===== src/rtl/stack_mem_responder_pkg.sv =====
// Shared constants for the stack-memory responder and the stack controller that talks to it.
package stack_mem_responder_pkg;

  // Geometry of the stack memory: 128 words of 8 bits.
  localparam int          SM_ADDR_W    = 7;
  localparam int          SM_DATA_W    = 8;
  localparam int          SM_DEPTH     = 1 << SM_ADDR_W;
  localparam logic [7:0]  SM_CLEAR_VAL = 8'h00;

  // Responder state codes, shared with the controller so both sides decode the same values.
  typedef logic [1:0] state_t;
  localparam state_t ST_CLEAR = 2'd0;
  localparam state_t ST_IDLE  = 2'd1;
  localparam state_t ST_RESP  = 2'd2;

endpackage


===== src/rtl/stack_mem_responder_ram_sp.sv =====
// Single-port RAM with synchronous write and registered synchronous read.
// The read register only loads on a read, so it holds the last word read in between.
module ram_sp #(
  parameter int ADDR_W = 7,
  parameter int DATA_W = 8
) (
  input  logic              i_clk,
  input  logic              i_rst,
  input  logic              i_we,
  input  logic              i_re,
  input  logic [ADDR_W-1:0] i_addr,
  input  logic [DATA_W-1:0] i_wdata,
  output logic [DATA_W-1:0] o_rdata
);

  localparam int DEPTH = 1 << ADDR_W;

  logic [DATA_W-1:0] r_mem [0:DEPTH-1];
  logic [DATA_W-1:0] r_rdata;

  // Storage array: written by the clear sweep or by an accepted write request.
  always_ff @(posedge i_clk) begin
    if (i_we) begin
      r_mem[i_addr] <= i_wdata;
    end
  end

  // Read register: cleared on reset so the responder's read data starts at zero.
  always_ff @(posedge i_clk) begin
    if (i_rst) begin
      r_rdata <= '0;
    end else if (i_re) begin
      r_rdata <= r_mem[i_addr];
    end
  end

  assign o_rdata = r_rdata;

endmodule


===== src/rtl/stack_mem_responder.sv =====
// Responder end of the controller <-> stack-memory link: serves single-word reads and
// writes over a req/ready handshake and clears the whole array on reset or on command.
module stack_mem_responder
  import stack_mem_responder_pkg::*;
#(
  parameter int                ADDR_W    = SM_ADDR_W,
  parameter int                DATA_W    = SM_DATA_W,
  parameter logic [DATA_W-1:0] CLEAR_VAL = SM_CLEAR_VAL
) (
  input  logic              i_clk,
  input  logic              i_rst,
  input  logic              i_req,
  input  logic              i_we,
  input  logic [ADDR_W-1:0] i_addr,
  input  logic [DATA_W-1:0] i_wdata,
  input  logic              i_clr,
  output logic              o_ready,
  output logic              o_rvalid,
  output logic [DATA_W-1:0] o_rdata,
  output logic              o_bus_oe,
  output logic              o_req_drop
);

  localparam logic [ADDR_W-1:0] PTR_LAST = {ADDR_W{1'b1}};

  state_t            r_state;
  logic [ADDR_W-1:0] r_clrPtr;
  logic              r_ready;
  logic              r_rvalid;
  logic              r_busOe;
  logic              r_reqDrop;

  logic              w_ramWe;
  logic              w_ramRe;
  logic [ADDR_W-1:0] w_ramAddr;
  logic [DATA_W-1:0] w_ramWdata;
  logic [DATA_W-1:0] w_ramRdata;

  // RAM port mux: the sweep owns the port in CLEAR; otherwise an accepted request does,
  // unless clr wins the cycle, in which case the request is dropped untouched.
  always_comb begin
    w_ramWe    = 1'b0;
    w_ramRe    = 1'b0;
    w_ramAddr  = i_addr;
    w_ramWdata = i_wdata;
    if (!i_rst) begin
      if (r_state == ST_CLEAR) begin
        w_ramWe    = 1'b1;
        w_ramAddr  = r_clrPtr;
        w_ramWdata = CLEAR_VAL;
      end else if (r_state == ST_IDLE && i_req && !i_clr) begin
        w_ramWe = i_we;
        w_ramRe = !i_we;
      end
    end
  end

  // Control FSM: sweep, accept requests, and produce the one-cycle read response strobes.
  always_ff @(posedge i_clk) begin
    if (i_rst) begin
      r_state   <= ST_CLEAR;
      r_clrPtr  <= '0;
      r_ready   <= 1'b0;
      r_rvalid  <= 1'b0;
      r_busOe   <= 1'b0;
      r_reqDrop <= 1'b0;
    end else begin
      r_rvalid  <= 1'b0;
      r_busOe   <= 1'b0;
      r_reqDrop <= 1'b0;
      case (r_state)
        ST_CLEAR: begin
          if (r_clrPtr == PTR_LAST) begin
            r_state <= ST_IDLE;
            r_ready <= 1'b1;
          end else begin
            r_clrPtr <= r_clrPtr + ADDR_W'(1);
          end
        end
        ST_IDLE: begin
          if (i_clr) begin
            r_state   <= ST_CLEAR;
            r_clrPtr  <= '0;
            r_ready   <= 1'b0;
            r_reqDrop <= i_req;
          end else if (i_req && !i_we) begin
            r_state  <= ST_RESP;
            r_ready  <= 1'b0;
            r_rvalid <= 1'b1;
            r_busOe  <= 1'b1;
          end
        end
        ST_RESP: begin
          r_state <= ST_IDLE;
          r_ready <= 1'b1;
        end
        default: begin
          r_state  <= ST_CLEAR;
          r_clrPtr <= '0;
          r_ready  <= 1'b0;
        end
      endcase
    end
  end

  ram_sp #(
    .ADDR_W (ADDR_W),
    .DATA_W (DATA_W)
  ) u_ram (
    .i_clk   (i_clk),
    .i_rst   (i_rst),
    .i_we    (w_ramWe),
    .i_re    (w_ramRe),
    .i_addr  (w_ramAddr),
    .i_wdata (w_ramWdata),
    .o_rdata (w_ramRdata)
  );

  assign o_ready    = r_ready;
  assign o_rvalid   = r_rvalid;
  assign o_bus_oe   = r_busOe;
  assign o_req_drop = r_reqDrop;
  assign o_rdata    = w_ramRdata;

endmodule


===== config.mk =====
export PLATFORM = sky130hd
export DESIGN_NAME = stack_mem_responder
export DESIGN_NICKNAME = d
export VERILOG_FILES = /design/src/rtl/stack_mem_responder_pkg.sv /design/src/rtl/stack_mem_responder_ram_sp.sv /design/src/rtl/stack_mem_responder.sv
export SDC_FILE = /design/constraint.sdc
export NUM_CORES = 1
export LEC_CHECK = 0
export ABC_AREA = 0
export BUFFER_PORTS_ARGS = -buffer_cell sky130_fd_sc_hd__buf_4
export CAP_MARGIN = 20
export CORE_MARGIN = 2
export CORE_UTILIZATION = 40
export DETAILED_ROUTE_END_ITERATION = 6
export MAX_ROUTING_LAYER = met4
export PLACE_DENSITY_LB_ADDON = 0.05
export SYNTH_ARGS = -nofsm -noshare
export SYNTH_HDL_FRONTEND = slang
export SYNTH_SLANG_ARGS = --single-unit
export TNS_END_PERCENT = 50

===== constraint.sdc =====
create_clock -name i_clk -period 4.7 [get_ports i_clk]
set_input_delay 0.235 -clock i_clk [delete_from_list [all_inputs] [get_ports i_clk]]
set_output_delay 0.235 -clock i_clk [all_outputs]
set_load 0.02 [all_outputs]

* After elaboration in Yosys (flattened, before gate mapping)
Memory sizes are Yosys's and may differ from the RTL's. A register that Yosys moved wholly into a read port is not among the register bits.
Cells that the tools add are included.
** Storage, ports and cells
- Register bits :: 12
- Memory bits (writable) :: 1024
- Bits of input ports :: 20
- Output and inout bits :: 12
- Word-level logic and storage cells :: 51
- Memories kept :: 1
** Cells by class
- Add/subtract/negate cells :: 1
- Eq/ne operators :: 7
- Mux-type cells :: 24
- Bitwise operators :: 3
- Reductions and logical operators :: 10
** Memories
- u_ram.r_mem :: depth 128, width 8, read ports 1, clocked after memory_dff 1, wr ports 1, line stack_mem_responder_ram_sp.sv:18 : logic [DATA_W-1:0] r_mem [0:DEPTH-1];
** Operators with widths (number)
- 7-bit two-way mux :: 4
- 7-bit case mux with 3 select lines :: 1
- 8-bit two-way mux :: 2
- 1-bit two-way mux :: 12
- 7-bit by 1-bit adder with 7-bit output (second input constant) :: 1
- 7-bit equality test (second input constant) :: 1
- 2-bit two-way mux :: 3
- 2-bit case mux with 3 select lines :: 1
- 3-bit OR reduction :: 2
- 2-bit != test (second input constant) :: 2
- 1-bit logical AND :: 3
- 3-bit by 2-bit != test with 1-bit output (second input constant) :: 1
- 1-bit inverter :: 3
- 1-bit case mux with 3 select lines :: 1
- 3-bit AND reduction :: 1
- 2-bit by 1-bit equality test with 1-bit output (second input constant) :: 1
- 2-bit equality test (second input constant) :: 1
- 1-bit zero test :: 2
- 2-bit zero test :: 1
- 2-bit by 1-bit != test with 1-bit output (second input constant) :: 1
- 2-bit AND reduction :: 1

* Longest topological paths before layout
Gate-level depths: netlist of run 1.
- Depth after elaboration :: 8
- Depth in mapped cells :: 11
- Mapped depth without buffers :: 8

* Hierarchy
From an unflattened synthesis of run 1, not the netlist that was laid out.
** Second synthesis, totals
- Cell total of the unflattened synthesis :: 2446
- Area, all modules :: 41687.5 um^2
** Modules (own cells, without submodules)
- ram_sp :: times used 1, cells an instance 2343, area an instance 40898.0 um^2, seq. area each 30909.6 um^2
- stack_mem_responder :: times used 1, cells an instance 103, area an instance 789.5 um^2, seq. area each 240.2 um^2

* Worst setup path before layout of run 1
No wires, ideal clock.
- Kind :: flip-flop to flip-flop
- Start point :: register r_state[0]
- End point :: memory u_ram.r_mem[0][0], data pin
- Setup time :: 0.535 ns
- Data arrival time :: 2.934 ns
- Data required time :: 4.165 ns
- Slack :: 1.231 ns
- Stages on the path, launching flop included :: 7
- Path buffers :: 4
- Period minus slack after synthesis :: 3.469 ns
- Cell sequence :: dfxtp_1 -> or3_1 -> buf_2 -> buf_6 -> buf_2 -> clkbuf_1 -> and2_1
** Between the ends
- Cells in the longest elaborated chain, start to end :: 3
** RTL lines
- from (decl) :: line stack_mem_responder.sv:26 : state_t r_state;
- from (signal assigned) :: line stack_mem_responder.sv:61 : r_state <= ST_CLEAR;
- from (signal assigned) :: line stack_mem_responder.sv:74 : r_state <= ST_IDLE;
- from (signal assigned) :: line stack_mem_responder.sv:82 : r_state <= ST_CLEAR;
- 2-bit zero test :: line stack_mem_responder.sv:47 : if (r_state == ST_CLEAR) begin
- 8-bit two-way mux :: line stack_mem_responder.sv:47
- 8-bit two-way mux :: line stack_mem_responder.sv:46 : if (!i_rst) begin
- net u_ram.i_wdata[0] :: line stack_mem_responder_ram_sp.sv:12 : input logic [DATA_W-1:0] i_wdata,
- to (decl) :: line stack_mem_responder_ram_sp.sv:18
The timed path passes the listed nets, and every way through them passes these cells.

* Worst setup path in the final report of run 1
- Start point :: register r_state[0]
- End point :: register u_ram.r_rdata[1], in the netlist u_ram.o_rdata[1], read port of u_ram.r_mem
** Between the ends
- Cells in the longest elaborated chain, start to end :: 6
- Elaborated cells between the ends (all ways) :: 9
- Those cells by class :: eq/ne: 1; mux: 5; reduce/logical: 3
** RTL lines
- 2-bit by 1-bit equality test with 1-bit output :: line stack_mem_responder.sv:51 : end else if (r_state == ST_IDLE && i_req && !i_clr) begin
- 1-bit logical AND (2 in series) :: line stack_mem_responder.sv:51
- 1-bit two-way mux :: line stack_mem_responder.sv:51
- 1-bit two-way mux :: line stack_mem_responder.sv:47
- 1-bit two-way mux :: line stack_mem_responder.sv:46
- to (decl) :: line stack_mem_responder_ram_sp.sv:19 : logic [DATA_W-1:0] r_rdata;
Several ways; a longest one is shown, not always the timed one.
A chain may end at the register's enable or synchronous reset.

==> key figures, run 1 <==
Global route
  – Global-route usage over all layers: 0.250
  – Initial antenna violation count: 3
  – First-pass GRT wire length: 199 mm
  – Vias in the first global route: 27,200
  – Grt total ovfl: 0
  – Largest net degree at the start of global routing: 99

Yosys
  – Number of synthesized flops with an enable pin: 1,024
  – YS warnings: 0
  – Post-Syn Area: 44,300 µm²
  – Synth top area share: 0.694
  – Post-Syn Instances: 2,924
  – Largest area contributor in the netlist: edfxtp_1
  – Net count after synthesis: 2,945
  – Post-synth cell types: 57
  – FF+latch count, synth: 1,044
  – Synth area leaders: edfxtp_1, mux2i_1, nand4b_1
  – Register area share after synthesis: 0.703
  – Ys async rst share: 0
  – Synth Area per Inst: 15.1 µm²
  – Top FF cell, synth: edfxtp_1

Floorplan
  – Starting density of the core: 0.402
  – IO Pins: 32
  – Die X: 337 µm
  – Core Footprint: 110,000 µm²
  – FP Rows: 122
  – Die area: 113,000 µm²
  – Chip height: 337 µm

STA
  – Worst Max-Slew Pin Slew: 1150 ps
  – Final Slew Violations: 0
  – Fin Setup TNS: 0 ps
  – Fin. Hold Viols: 0
  – Final Critical Period: 4600 ps
  – Setup-failing EPs final: 0
  – RSZ-0062 raised after global routing: no
  – Relative slew slack: 0.215
  – Hold WS: 177 ps
  – Final setup skew: 29.9 ps
  – Fmax achieved: 217 MHz
  – Period utilisation layout: 0.979

Power and ir drop
  – Psw: 4810 µW
  – Power density cells: 400 nW/µm²
  – Sw Share: 0.237
  – Sequential group share of total power: 0.506
  – Leak: 0.0166 µW
  – Int Power: 15,500 µW
  – Comb power frac: 0.079
  – Clk pwr share: 0.416
  – Peak VDD IR: 0.326 mV

Finish
  – # nets final: 3,052
  – Area grow syn2layout: 14.9%
  – Share of cells above drive strength 1: 0.154

Flow run
  – Max-Cap Viols: 0

Setup path
  – Reg2Reg Setup Slack: 100 ps
  – WP data required: 5250 ps
  – Arrival time of the worst setup path: 5150 ps
  – Worst r2r dst: u_ram.o_rdata[1]
  – Worst Setup Start Kind: register
  – WS Path Type: reg -> reg
  – CP Capture Type: register
  – R2r worst-path depth: 8
  – Crit-path max FO: 28
  – Critical R2R Launch: r_state[0]

Routing
  – Vias: 27,700
  – DRC: 0
  – Routed Antenna Nets: 0
  – Wire per inst: 30.1 µm
  – Starting DRT DRC Count: 2,716
  – Vias/cell: 6.01
  – TritonRoute pass-1 iters: 5
  – Aggregate routed wire length: 139 mm

Worst hold path
  – WHS Path Cells: 4
  – Hold EP: u_ram.o_rdata[2]
  – Hold Startpoint: i_addr[6]
  – Type of the tightest min-delay check: in -> reg

Placed design
  – Port Buffers: 31
  – Post-DP HPWL: 83.2 mm
  – Global placement routability congestion: 0.822

Clock tree
  – CTS buffer count: 113
  – CTS root buf: clkbuf_16
  – Clock Latency Late Sink: 710 ps
  – Resize count post-CTS: 0
  – Worst-path clk slew: 60 ps
  – H-tree depth: 3
  – Clock Sinks: 1,044
  – Clk buf depth: 3
  – Postcts setup bufs: 0
  – CTS tree: built

Run status
  – Status: finished, final reports clean
repair_timing:
item / in CTS / in global routing
setup endpoints to repair: 0 / 0
hold buffers: 5 / 0
hold endpoints to repair: 11 / 0
routing by layer:
layer / global-route usage / routed length, µm
met1: 0.355 / 62900
met2: 0.388 / 65500
met5: - / 0
met4: 0.0550 / 2730
met3: 0.0294 / 7730
worst max-delay path, cell delays in order, from the launching register on:
cell	delay (ps)
dfxtp_1	620
or3_4	430
buf_4	530
mux2_2	400
a2111oi_0	700
a31oi_1	220
o41ai_1	960
and3_1	400
a31oi_1	120
power by group through the flow:
stage | Clock [µW] | Combinational (µW) | Sequential [µW]
finish | 8450 | 1600 | 10300
global route | 8980 | 1690 | 10300
CTS | 8620 | 1610 | 10300
detailed placement | 0 | 1600 | 10500
global placement | 0 | 1590 | 10500
floorplan | 0 | 918 | 10500
area by class of cell:
| type | count | area (µm²) |
|---|---|---|
| Timing Repair Buffer | 259 | 2260 |
| Multi-Input combinational cell | 1607 | 12100 |
| Fill cell | 9696 | 59300 |
| Clock buffer | 143 | 2980 |
| Sequential cell | 1044 | 31200 |
| Tap cell | 1488 | 1860 |
| Inverter | 6 | 22.5 |
| Antenna cell | 1 | 2.50 |
| Clock inverter | 68 | 498 |
cell families after synthesis:
logic type / share of synthesized area
flip-flops: 0.703
multiplexers: 0.0772
AO/OA/AOI/OAI: 0.0929
adder cells (fa/ha/maj): 0.000282
AND/OR/NAND/NOR: 0.0974
buffers and inverters: 0.0278
XOR/XNOR: 0.000989
state kept, by name (all words and copies together) (netlist names):
register and cells:
u_ram.r_mem 1024, u_ram.o_rdata 8, r_clrPtr 7, r_state 2
o_bus_oe 1, o_ready 1, o_req_drop 1
layout by cell type, fill, tap and decap left out, types with 10 or more instances in the layout:
master	instances
o31ai_1	21
clkinv_2	20
nor4bb_1	36
nor4b_1	48
a21oi_1	54
mux2_2	39
buf_12	24
edfxtp_1	1024
clkbuf_1	28
buf_4	226
nand3_1	15
dfxtp_1	17
o21ai_0	45
clkbuf_16	115
o22ai_1	72
a41o_1	14
a2111oi_0	56
nor3b_1	10
nand2_1	129
nor2_1	122
o41ai_1	16
nand4b_1	170
a22oi_1	185
a31oi_1	72
and3_1	10
nor2b_1	18
nand4_1	83
mux2i_1	282
clkinv_1	35
cells in the mapped netlist, drive strengths merged (48+ instances only):
cell type	instances
a2111oi	56
nand4	83
buf	97
o22ai	72
mux2i	288
nand4b	170
nor2	123
edfxtp	1024
o21ai	48
a21oi	55
nand2	129
a31oi	75
a22oi	185
clkbuf	170
nor4b	48
through the flow:
step           instance area, µm²  cells  total power, µW  setup slack, ps   util
2_1_floorplan               44300   2924            11400             1230      -
3_3_place_gp                47300   4397            12100              370  0.429
3_5_place_dp                47300   4399            12100              235  0.430
4_1_cts                     50900   4615            20500              110  0.462
5_1_grt                     50900   4615            21000             67.5  0.462
6_report                    50900   4616            20300              100  0.462
how the worst max path moves through the flow:
| stage | start | to | slack [ps] | cells past startpoint |
|---|---|---|---|---|
| finish | r_state[0] | u_ram.o_rdata[1] | 100 | 8 |
| global route | r_state[0] | u_ram.o_rdata[1] | 70 | 8 |
| CTS | r_state[0] | u_ram.o_rdata[1] | 110 | 8 |
| detailed placement | r_state[0] | u_ram.o_rdata[1] | 240 | 8 |
| global placement | r_state[0] | u_ram.o_rdata[6] | 370 | 7 |
| floorplan | r_state[0] | u_ram.r_mem[0][0] | 1230 | 6 |
Power figures use the tool's default switching activity.
==> run 2: changes to the inputs <==
--- a/config.mk
+++ b/config.mk
@@ -5,7 +5,7 @@
 export SDC_FILE = /design/constraint.sdc
 export NUM_CORES = 1
 export LEC_CHECK = 0
-export ABC_AREA = 0
+export ABC_AREA = 1
 export BUFFER_PORTS_ARGS = -buffer_cell sky130_fd_sc_hd__buf_4
 export CAP_MARGIN = 20
 export CORE_MARGIN = 2
==> run 2 against run 1 <==
  * Sequential cell count unchanged
  * Die area increased by 1.9%
  * Utilization decreased by 0.94 points
  * Critical endpoint is now u_ram.r_mem[86][3]
==> key figures, run 2 <==
Yosys
  – YS warnings: 0
  – Post-synth top cells: nand2_1, edfxtp_1, inv_1
  – Synth top area share: 0.682
  – Synth area leaders: edfxtp_1, nand2_1, inv_1
  – Ys async rst share: 0
  – Post-Syn Area: 45,100 µm²
  – Post-synth cell types: 30
  – Register area share after synthesis: 0.690
  – Number of synthesized flops with an enable pin: 1,024
  – Net count after synthesis: 4,365
  – Most numerous cell in the Yosys netlist: nand2_1
  – Post-Syn Instances: 4,344
  – Top FF cell, synth: edfxtp_1
  – FF+latch count, synth: 1,044
  – Synth Area per Inst: 10.4 µm²
  – Largest area contributor in the netlist: edfxtp_1

Floorplan
  – FP Rows: 123
  – Core Footprint: 112,000 µm²
  – IO Pins: 32
  – Die X: 340 µm
  – Die area: 115,000 µm²
  – Chip height: 340 µm
  – Starting density of the core: 0.402

Clock tree
  – CTS root buf: clkbuf_16
  – CTS buffer count: 116
  – Clock Sinks: 1,044
  – Worst-path clk slew: 60 ps
  – Postcts setup bufs: 0
  – Clk buf depth: 3
  – Clock Latency Late Sink: 710 ps
  – Resize count post-CTS: 0
  – CTS tree: built
  – H-tree depth: 3
  – Hold buffers post-CTS: 6

Setup path
  – Worst setup path endpoint: u_ram.r_mem[86][3]
  – WS Path Type: in -> reg
  – Reg2Reg Setup Slack: 940 ps
  – CP Capture Type: register
  – R2r worst-path depth: 8
  – Critical R2R Launch: r_state[1]
  – Crit-path max FO: 18
  – WP data required: 5030 ps
  – Worst Setup Start Kind: input pin
  – Worst setup path start: i_rst
  – Arrival time of the worst setup path: 4100 ps
  – Worst r2r dst: u_ram.r_mem[86][3]

Global route
  – Global-route usage over all layers: 0.222
  – Largest net degree at the start of global routing: 172
  – First-pass GRT wire length: 184 mm
  – Vias in the first global route: 27,300
  – Initial antenna violation count: 2
  – Grt total ovfl: 0

Placed design
  – Placed Instances: 5,733
  – Global placement routability congestion: 0.812
  – Post-DP HPWL: 71.5 mm
  – Port Buffers: 31

STA
  – Final Critical Period: 3770 ps
  – Final setup skew: 26.4 ps
  – Final Slew Violations: 0
  – Fin. Hold Viols: 0
  – Worst Max-Slew Pin Slew: 1070 ps
  – Hold WS: 155 ps
  – Fin Setup TNS: 0 ps
  – Period utilisation layout: 0.801
  – Relative slew slack: 0.285
  – Setup-failing EPs final: 0
  – Fmax achieved: 265 MHz
  – RSZ-0062 raised after global routing: no

Power and ir drop
  – Leak: 0.0210 µW
  – Power density cells: 418 nW/µm²
  – Peak VDD IR: 0.298 mV

Finish
  – # nets final: 4,378
  – Finished Layout Cells: 5,955
  – Max reg flops: 1,024
  – Largest register by flop count: u_ram.r_mem
  – Share of cells above drive strength 1: 0.0622
  – Area grow syn2layout: 12.5%
  – Commonest non-fill, non-tap cells in the layout: nand2_1, edfxtp_1, inv_1
  – Commonest non-fill, non-tap cell in the layout: nand2_1

Run status
  – Status: finished, final reports clean

Routing
  – Starting DRT DRC Count: 2,303
  – Wire per inst: 20.8 µm
  – TritonRoute pass-1 iters: 5
  – Vias: 28,300
  – DRC: 0
  – Routed Antenna Nets: 0
  – Aggregate routed wire length: 124 mm
  – Vias/cell: 4.76

Flow run
  – Max-Cap Viols: 0

Worst hold path
  – Type of the tightest min-delay check: in -> reg
==> run 2: changes by cell type after synthesis, sizes merged, moves of 72 or more <==
cell | previous run | this run
nand3 | 15 | 305
nand2 | 129 | 1180
nand4b | 170 | 0
o22ai | 72 | 0
clkbuf | 170 | 50
a31oi | 75 | 1
a22oi | 185 | 0
o211ai | 2 | 216
nor2 | 123 | 505
inv | 5 | 846
nand4 | 83 | 0
mux2i | 288 | 0
==> run 2: logic make-up after synthesis <==
logic type | after synthesis | share of synthesized area
AND/OR/NAND/NOR | 2005 | 0.176
AO/OA/AOI/OAI | 247 | 0.0395
adder cells (fa/ha/maj) | 1 | 0.000277
XOR/XNOR | 1 | 0.000194
flip-flops | 1044 | 0.690
buffers and inverters | 1046 | 0.0931
==> run 2: metal layers <==
layer / wire length [µm] / share of wire / up-vias / GRT usage
met2: 56300 / 0.45 / 568 / 0.337
li1: - / - / 14000 / -
met3: 6010 / 0.048 / 142 / 0.0324
met1: 59500 / 0.48 / 13600 / 0.317
met5: 0 / 0 / - / -
met4: 2250 / 0.018 / 0 / 0.0505
==> run 2: cell type report <==
| type | count | area [µm²] |
|---|---|---|
| clock buffer | 148 | 3110 |
| timing repair buffer | 95 | 941 |
| clock inverter | 67 | 622 |
| tap | 1500 | 1880 |
| sequential | 1044 | 31100 |
| inverter | 846 | 3180 |
| multi-input combinational | 2254 | 9870 |
| antenna | 1 | 2.50 |
| fill | 10600 | 61400 |
==> run 2: through the flow <==
step,worst slack [ps],utilization,total power [µW],area (µm²)
2_1_floorplan,93.0,-,11600,45100
3_3_place_gp,939,0.419,12500,47000
3_5_place_dp,802,0.419,12500,47000
4_1_cts,928,0.452,21400,50700
5_1_grt,661,0.452,22000,50700
6_report,933,0.452,21200,50700
==> run 2: worst max-delay path: stages <==
cell           delay, ps
dlygate4sd3_1        550
buf_4                170
inv_2                300
nand2_2              230
inv_2                400
or2_1                160
o21ai_1              100
nor2_1               700
nand3_1              530
nor2_1               700
==> run 2: how the worst min path moves through the flow <==
stage	startpoint	endpoint	slack (ps)	depth (start not counted)
after global placement	i_rst	o_ready	460	2
after CTS	i_wdata[0]	u_ram.r_mem[44][0]	120	3
after global routing	i_wdata[0]	u_ram.r_mem[51][0]	160	3
after detailed placement	i_rst	o_ready	470	2
final	i_wdata[0]	u_ram.r_mem[51][0]	150	3
after floorplan	i_rst	o_ready	300	1
==> run 2: power breakdown <==
group,total (µW),leakage (µW),internal (µW),switching [µW]
Clock,8970,0.00183,5250,3730
Sequential,10300,0.00951,10300,10.1
Combinational,1960,0.00962,446,1510
Total,21200,0.0210,16000,5250
